===== config.mk =====
export PLATFORM = sky130hd
export DESIGN_NAME = cordic_rr_scheduler
export DESIGN_NICKNAME = d
export VERILOG_FILES = /design/src/rtl/cordic_rr_scheduler.sv
export SDC_FILE = /design/constraint.sdc
export NUM_CORES = 1
export LEC_CHECK = 0
export ABC_AREA = 1
export BUFFER_PORTS_ARGS = -buffer_cell sky130_fd_sc_hd__buf_2
export CAP_MARGIN = 10
export CORE_ASPECT_RATIO = 0.5
export CORE_UTILIZATION = 40
export DETAILED_ROUTE_END_ITERATION = 16
export GPL_TIMING_DRIVEN = 0
export PLACE_DENSITY = 0.7
export RECOVER_POWER = 25
export SLEW_MARGIN = 10
export SYNTH_ARGS = -nofsm -noshare
export SYNTH_HDL_FRONTEND = slang
export SYNTH_SLANG_ARGS = --single-unit

===== constraint.sdc =====
create_clock -name clock -period 2.61 [get_ports clock]
set_clock_uncertainty 0.2 [all_clocks]
set_input_delay 0.3915 -clock clock [delete_from_list [all_inputs] [get_ports clock]]
set_output_delay 0.3915 -clock clock [all_outputs]
set_load 0.02 [all_outputs]

===== src/rtl/cordic_rr_scheduler.sv =====
// cordic_rr_scheduler
// Shares one pipelined CORDIC core (sublime) between two requesters.
// Arbitration is round-robin over a valid/ready handshake. At most one
// operation is issued per clock. A tag pipeline runs alongside the core and
// records the owner of every in-flight operation, so each result is routed
// back to its owner as a one-cycle pulse.
//
// Ports:
//   clock, reset_n              rising-edge clock, async active-low reset
//   enable                      0 blocks new grants; in-flight ops still drain
//   reqK_valid/ready            request handshake for requester K (0/1)
//   reqK_angle/xin/yin          operands for requester K
//   cordic_angle/xin/yin        registered operands to the core
//   cordic_xout/yout            results from the core, LATENCY edges after grant
//   rspK_valid/xout/yout        one-cycle result pulse and data for requester K
//   busy                        at least one operation in flight
module cordic_rr_scheduler #(
  parameter int XY_SIZE = 8,
  parameter int LATENCY = 8
) (
  input  logic               clock,
  input  logic               reset_n,
  input  logic               enable,
  input  logic               req0_valid,
  output logic               req0_ready,
  input  logic [31:0]        req0_angle,
  input  logic [XY_SIZE-1:0] req0_xin,
  input  logic [XY_SIZE-1:0] req0_yin,
  input  logic               req1_valid,
  output logic               req1_ready,
  input  logic [31:0]        req1_angle,
  input  logic [XY_SIZE-1:0] req1_xin,
  input  logic [XY_SIZE-1:0] req1_yin,
  output logic [31:0]        cordic_angle,
  output logic [XY_SIZE-1:0] cordic_xin,
  output logic [XY_SIZE-1:0] cordic_yin,
  input  logic [XY_SIZE-1:0] cordic_xout,
  input  logic [XY_SIZE-1:0] cordic_yout,
  output logic               rsp0_valid,
  output logic [XY_SIZE-1:0] rsp0_xout,
  output logic [XY_SIZE-1:0] rsp0_yout,
  output logic               rsp1_valid,
  output logic [XY_SIZE-1:0] rsp1_xout,
  output logic [XY_SIZE-1:0] rsp1_yout,
  output logic               busy
);

  // Requester that won the most recent grant; reset to 1 so port 0 wins first.
  logic               last_grant;
  logic               grant0;
  logic               grant1;
  logic               xfer0;
  logic               xfer1;
  // Slot 0 is written at the grant edge; slot LATENCY-1 lines up with the
  // core result that is sampled on the following edge.
  logic [LATENCY-1:0] tag_valid;
  logic [LATENCY-1:0] tag_owner;
  logic               out_valid;
  logic               out_owner;

  // Round-robin arbiter; ready is gated in reset and never feeds back on itself.
  always_comb begin
    grant0 = 1'b0;
    grant1 = 1'b0;
    if (reset_n && enable) begin
      if (req0_valid && req1_valid) begin
        if (last_grant) begin
          grant0 = 1'b1;
        end else begin
          grant1 = 1'b1;
        end
      end else begin
        grant0 = req0_valid;
        grant1 = req1_valid;
      end
    end else begin
      grant0 = 1'b0;
      grant1 = 1'b0;
    end
  end

  assign req0_ready = grant0;
  assign req1_ready = grant1;
  assign xfer0      = req0_valid & grant0;
  assign xfer1      = req1_valid & grant1;

  assign out_valid  = tag_valid[LATENCY-1];
  assign out_owner  = tag_owner[LATENCY-1];
  assign busy       = |tag_valid;

  // Operand register to the core and round-robin history; both hold with no transfer.
  always_ff @(posedge clock or negedge reset_n) begin
    if (!reset_n) begin
      cordic_angle <= 32'h0000_0000;
      cordic_xin   <= {XY_SIZE{1'b0}};
      cordic_yin   <= {XY_SIZE{1'b0}};
      last_grant   <= 1'b1;
    end else if (xfer0) begin
      cordic_angle <= req0_angle;
      cordic_xin   <= req0_xin;
      cordic_yin   <= req0_yin;
      last_grant   <= 1'b0;
    end else if (xfer1) begin
      cordic_angle <= req1_angle;
      cordic_xin   <= req1_xin;
      cordic_yin   <= req1_yin;
      last_grant   <= 1'b1;
    end
  end

  // Tag pipeline; shifts every edge because the core itself never stalls.
  always_ff @(posedge clock or negedge reset_n) begin
    if (!reset_n) begin
      tag_valid <= {LATENCY{1'b0}};
      tag_owner <= {LATENCY{1'b0}};
    end else begin
      tag_valid <= {tag_valid[LATENCY-2:0], xfer0 | xfer1};
      tag_owner <= {tag_owner[LATENCY-2:0], xfer1};
    end
  end

  // Response routing; the port not receiving a result keeps its last data.
  always_ff @(posedge clock or negedge reset_n) begin
    if (!reset_n) begin
      rsp0_valid <= 1'b0;
      rsp0_xout  <= {XY_SIZE{1'b0}};
      rsp0_yout  <= {XY_SIZE{1'b0}};
      rsp1_valid <= 1'b0;
      rsp1_xout  <= {XY_SIZE{1'b0}};
      rsp1_yout  <= {XY_SIZE{1'b0}};
    end else begin
      rsp0_valid <= out_valid & ~out_owner;
      rsp1_valid <= out_valid & out_owner;
      if (out_valid && !out_owner) begin
        rsp0_xout <= cordic_xout;
        rsp0_yout <= cordic_yout;
      end
      if (out_valid && out_owner) begin
        rsp1_xout <= cordic_xout;
        rsp1_yout <= cordic_yout;
      end
    end
  end

endmodule


* After elaboration in Yosys (flattened, before gate mapping) *
Cells that the tools add are included.

word-level totals
  flip-flop bits (word level) = 99
  output and inout port bits = 85
  input port bits = 117
  logic and storage cells = 39

operators by class
  mux-type cells = 14
  reductions and logical operators = 7
  bitwise logic cells = 6

operators with widths
  kind                 number
  $mux W32             2
  $mux W8              4
  $mux W1              8
  $reduce_or A8 Y1     1
  $and A1 B1 Y1        4
  $logic_and A1 B1 Y1  4
  $reduce_bool A2 Y1   1
  $logic_not A1 Y1     1
  $not A1 Y1           1
  $or A1 B1 Y1         1

* Depth between registers and ports, before layout *
  depth after elaboration = 6
  gate-level depth with buffers = 8
  mapped depth without buffers = 6

* Worst setup path before layout *
OpenSTA, ideal clock, no wires.

  path type = reg2out
  from = reg last_grant
  to = out req0_ready
  setup slack = 884 ps
  data required time = 2,019 ps
  cell stages (with the launch flop) = 7
  buffers on the path = 2
  arrival = 1,135 ps
  cells stage by stage = dfstp_2 -> inv_2 -> nand2_1 -> nand2_1 -> buf_2 -> buf_6 -> inv_2

on the way
  longest elaborated chain between the ends = 3

ends and longest elaborated chain
  element                 RTL line  RTL
  start, declared         49        logic last_grant;
  start signal, assigned  97        last_grant <= 1'b1;
  start signal, assigned  102       last_grant <= 1'b0;
  start signal, assigned  107       last_grant <= 1'b1;
  $mux W1                 67        if (last_grant) begin
  $mux W1                 66        if (req0_valid && req1_valid) begin
  $mux W1                 65        if (reset_n && enable) begin
  end, declared           25        output logic req0_ready,

Every way passes these cells.

* Final worst setup path *
Same ends and word-level chain as after synthesis.

==> out/results.ini <==
[power]
power_density_nw_per_um2=734
leakage_nw=3.72
power_switching_mw=1.42
seqPwrFrac_pct=43.7
power_mw=4.40
switching_share_pct=32.4
irDropWorstVdd_mv=0.297
clkPwrFrac_pct=31.7
power_frac_comb_pct=24.6
power.internal_mw=2.97

[final_layout]
utilization_pct=57.0
syn2layout_area_growth_pct=34.7
nets=900
stdcell_area_um2=5990
n_antenna_cell=0
mostFrequentLayoutCell=buf_2
fin_cells=928
layout_common_cells=buf_2, nand2_1, inv_1
drive_above_1_share_pct=30.2

[routing]
vias=4181
firstDrtPassIters=4
wl_per_cell_um=12.2
drc=0
routed_wl_um=11300
ant_nets=0
viasPerCell=4.51
drt_iter0_drc=180

[sta]
max_clock_freq_mhz=426
finalCritPeriodShare_pct=89.9
drv_slew=0
period_needed_ps=2350
final_hold_viol_count=0
setup_viol=0
rsz0062_at_grt=no
fin_setup_tns_ps=0
slew_headroom_pct=32.9
setup_ws_ps=265
worst_hold_slack_ps=113
worst_slew_pin_slew_ps=1010

[run_status]
status=complete, no violations

[yosys]
synth_warnings=0
syn-num-nets=685
synth_area_um2=4450
synthAdderAreaFrac_pct=0
syn_area_per_cell_um2=7.83
synth.area.mux_share_pct=0
synth_compound_area_share_pct=4.14
synth_top_family_by_area=simple AND/OR/NAND/NOR gates
synth_seq_cells=99
syn_inst=568
yosysUniqueCellTypes=16
synth_simple_gate_area_share_pct=26.8
seq_area_frac_synth_pct=55.7
synth_xor_xnor_area_share_pct=0

[critical_path]
start_kind=flop
arrival_ps=1750
worstPathCellList=inv_2, nand2_1, nand2_1, buf_2, buf_6, inv_2, buf_2
reg2reg_depth=7
r2r_end=cordic_angle[3]
required_ps=2020
cp-end-kind=output port
crit_type=reg -> out
slowest_stage=dfstp_1
critical_path.max_stage_delay_ps=550
reg2reg_slack_ps=810
crit_start=last_grant
reg2reg_from=last_grant
cp-endpoint=req0_ready
critical_path_peak_fanout=10

[placed_design]
place.gp.congestion=0.805
place_area_um2=5660
portBuffers=201
dp_slack_ps=20.9
hpwl_um=8400
dp_cells=910

[global_routing]
grt_pass1_wl_um=18900
grt_use_total_pct=20.9
grt_max_degree=58
grt_overflow=0
grt_pass1_vias=4021
antenna_found_initial=0

[cts]
insertion_delay_ps=330
numCtsBuffers=9
cts_tree=done
path_clk_slew_ps=70
clock-sinks=99
clock_path_buffers=2
root_buffer=clkbuf_16
htreeDepth=3
postCtsSetupRepairBufs=0

[die]
initial_utilization_pct=42.3
io_pins=202
num_rows=26
die_y_um=76.6
fp.dieArea_um2=11600
coreArea_um2=10500
die_width_um=151

[flow_run]
maxCapViolCount=0

[hold_path]
holdPathStages=3
hp-class=in -> reg

[state kept, by name, indices dropped and copies added, names as in the netlist]
name and count:
cordic_angle 32, cordic_xin 8, cordic_yin 8, rsp0_xout 8
rsp0_yout 8, rsp1_xout 8, rsp1_yout 8, tag_owner 8
tag_valid 8, last_grant 1, rsp0_valid 1, rsp1_valid 1
[layer usage]
metal / part of all wire [%] / wire length [µm] / up-vias / GRT usage (%)
li1: - / - / 2138 / -
met1: 44 / 4960 / 1919 / 25.5
met5: 0 / 0 / - / 0
met4: 1.6 / 178 / 0 / 6.20
met3: 5.2 / 585 / 17 / 5.09
met2: 50 / 5620 / 107 / 36.3
[cell type report]
type                            instances  area, µm²
Fill cell                            1019       4520
Sequential cell                        99       2480
Clock inverter                          5       67.6
Tap cell                              140        175
Clock buffer                           11        253
Timing Repair Buffer                  204       1050
Inverter                              120        450
Multi-Input combinational cell        318       1380
Buffer                                 31        143
[cells in the mapped netlist (all sizes together)]
master,count,area [µm²]
nand2,182,683
buf,14,78.8
dfstp,1,26.3
clkbuf,17,63.8
a21oi,3,15.0
nor4,2,12.5
nand3,96,480
o21ai,33,169
nor2,2,15.0
dfrtp,98,2450
inv,120,450
[timing repair]
item | CTS | global route
gates resized for setup | 0 | 0
endpoints found under the hold margin | 41 | 0
hold buffers | 2 | 0
[logic make-up (layout without fill, tap and decap cells)]
| logic type | count (synthesis) | after routing |
|---|---|---|
| AND/OR/NAND/NOR | 282 | 282 |
| buffers and inverters | 151 | 371 |
| flip-flops | 99 | 99 |
| AO/OA/AOI/OAI | 36 | 36 |
[critical path: cells and delay by family, from the launching register on]
family,cells,cell delay [ps]
buffers and inverters,5,630
AND/OR/NAND/NOR,2,240
flip-flops,1,550
[worst min path at each step]
stage	startpoint	slack, ps	endpoint
after global routing	cordic_xout[3]	110	rsp0_xout[3]
after detailed placement	tag_owner[4]	140	tag_owner[5]
after floorplan	reset_n	-100	cordic_angle[0]
after global placement	tag_owner[6]	130	tag_owner[7]
after CTS	req0_valid	100	tag_owner[0]
final	cordic_yout[6]	110	rsp1_yout[6]
[power by group through the flow]
| stage | clock network (mW) | logic (mW) | registers, mW |
|---|---|---|---|
| 2_1_floorplan | 0 | 0.326 | 2.24 |
| 3_3_place_gp | 0 | 1.07 | 1.94 |
| 3_5_place_dp | 0 | 1.10 | 1.94 |
| 4_1_cts | 1.42 | 1.10 | 1.92 |
| 5_1_grt | 1.49 | 1.21 | 1.95 |
| 6_report | 1.39 | 1.08 | 1.92 |
No activity file was read; power rests on OpenSTA's default activity.
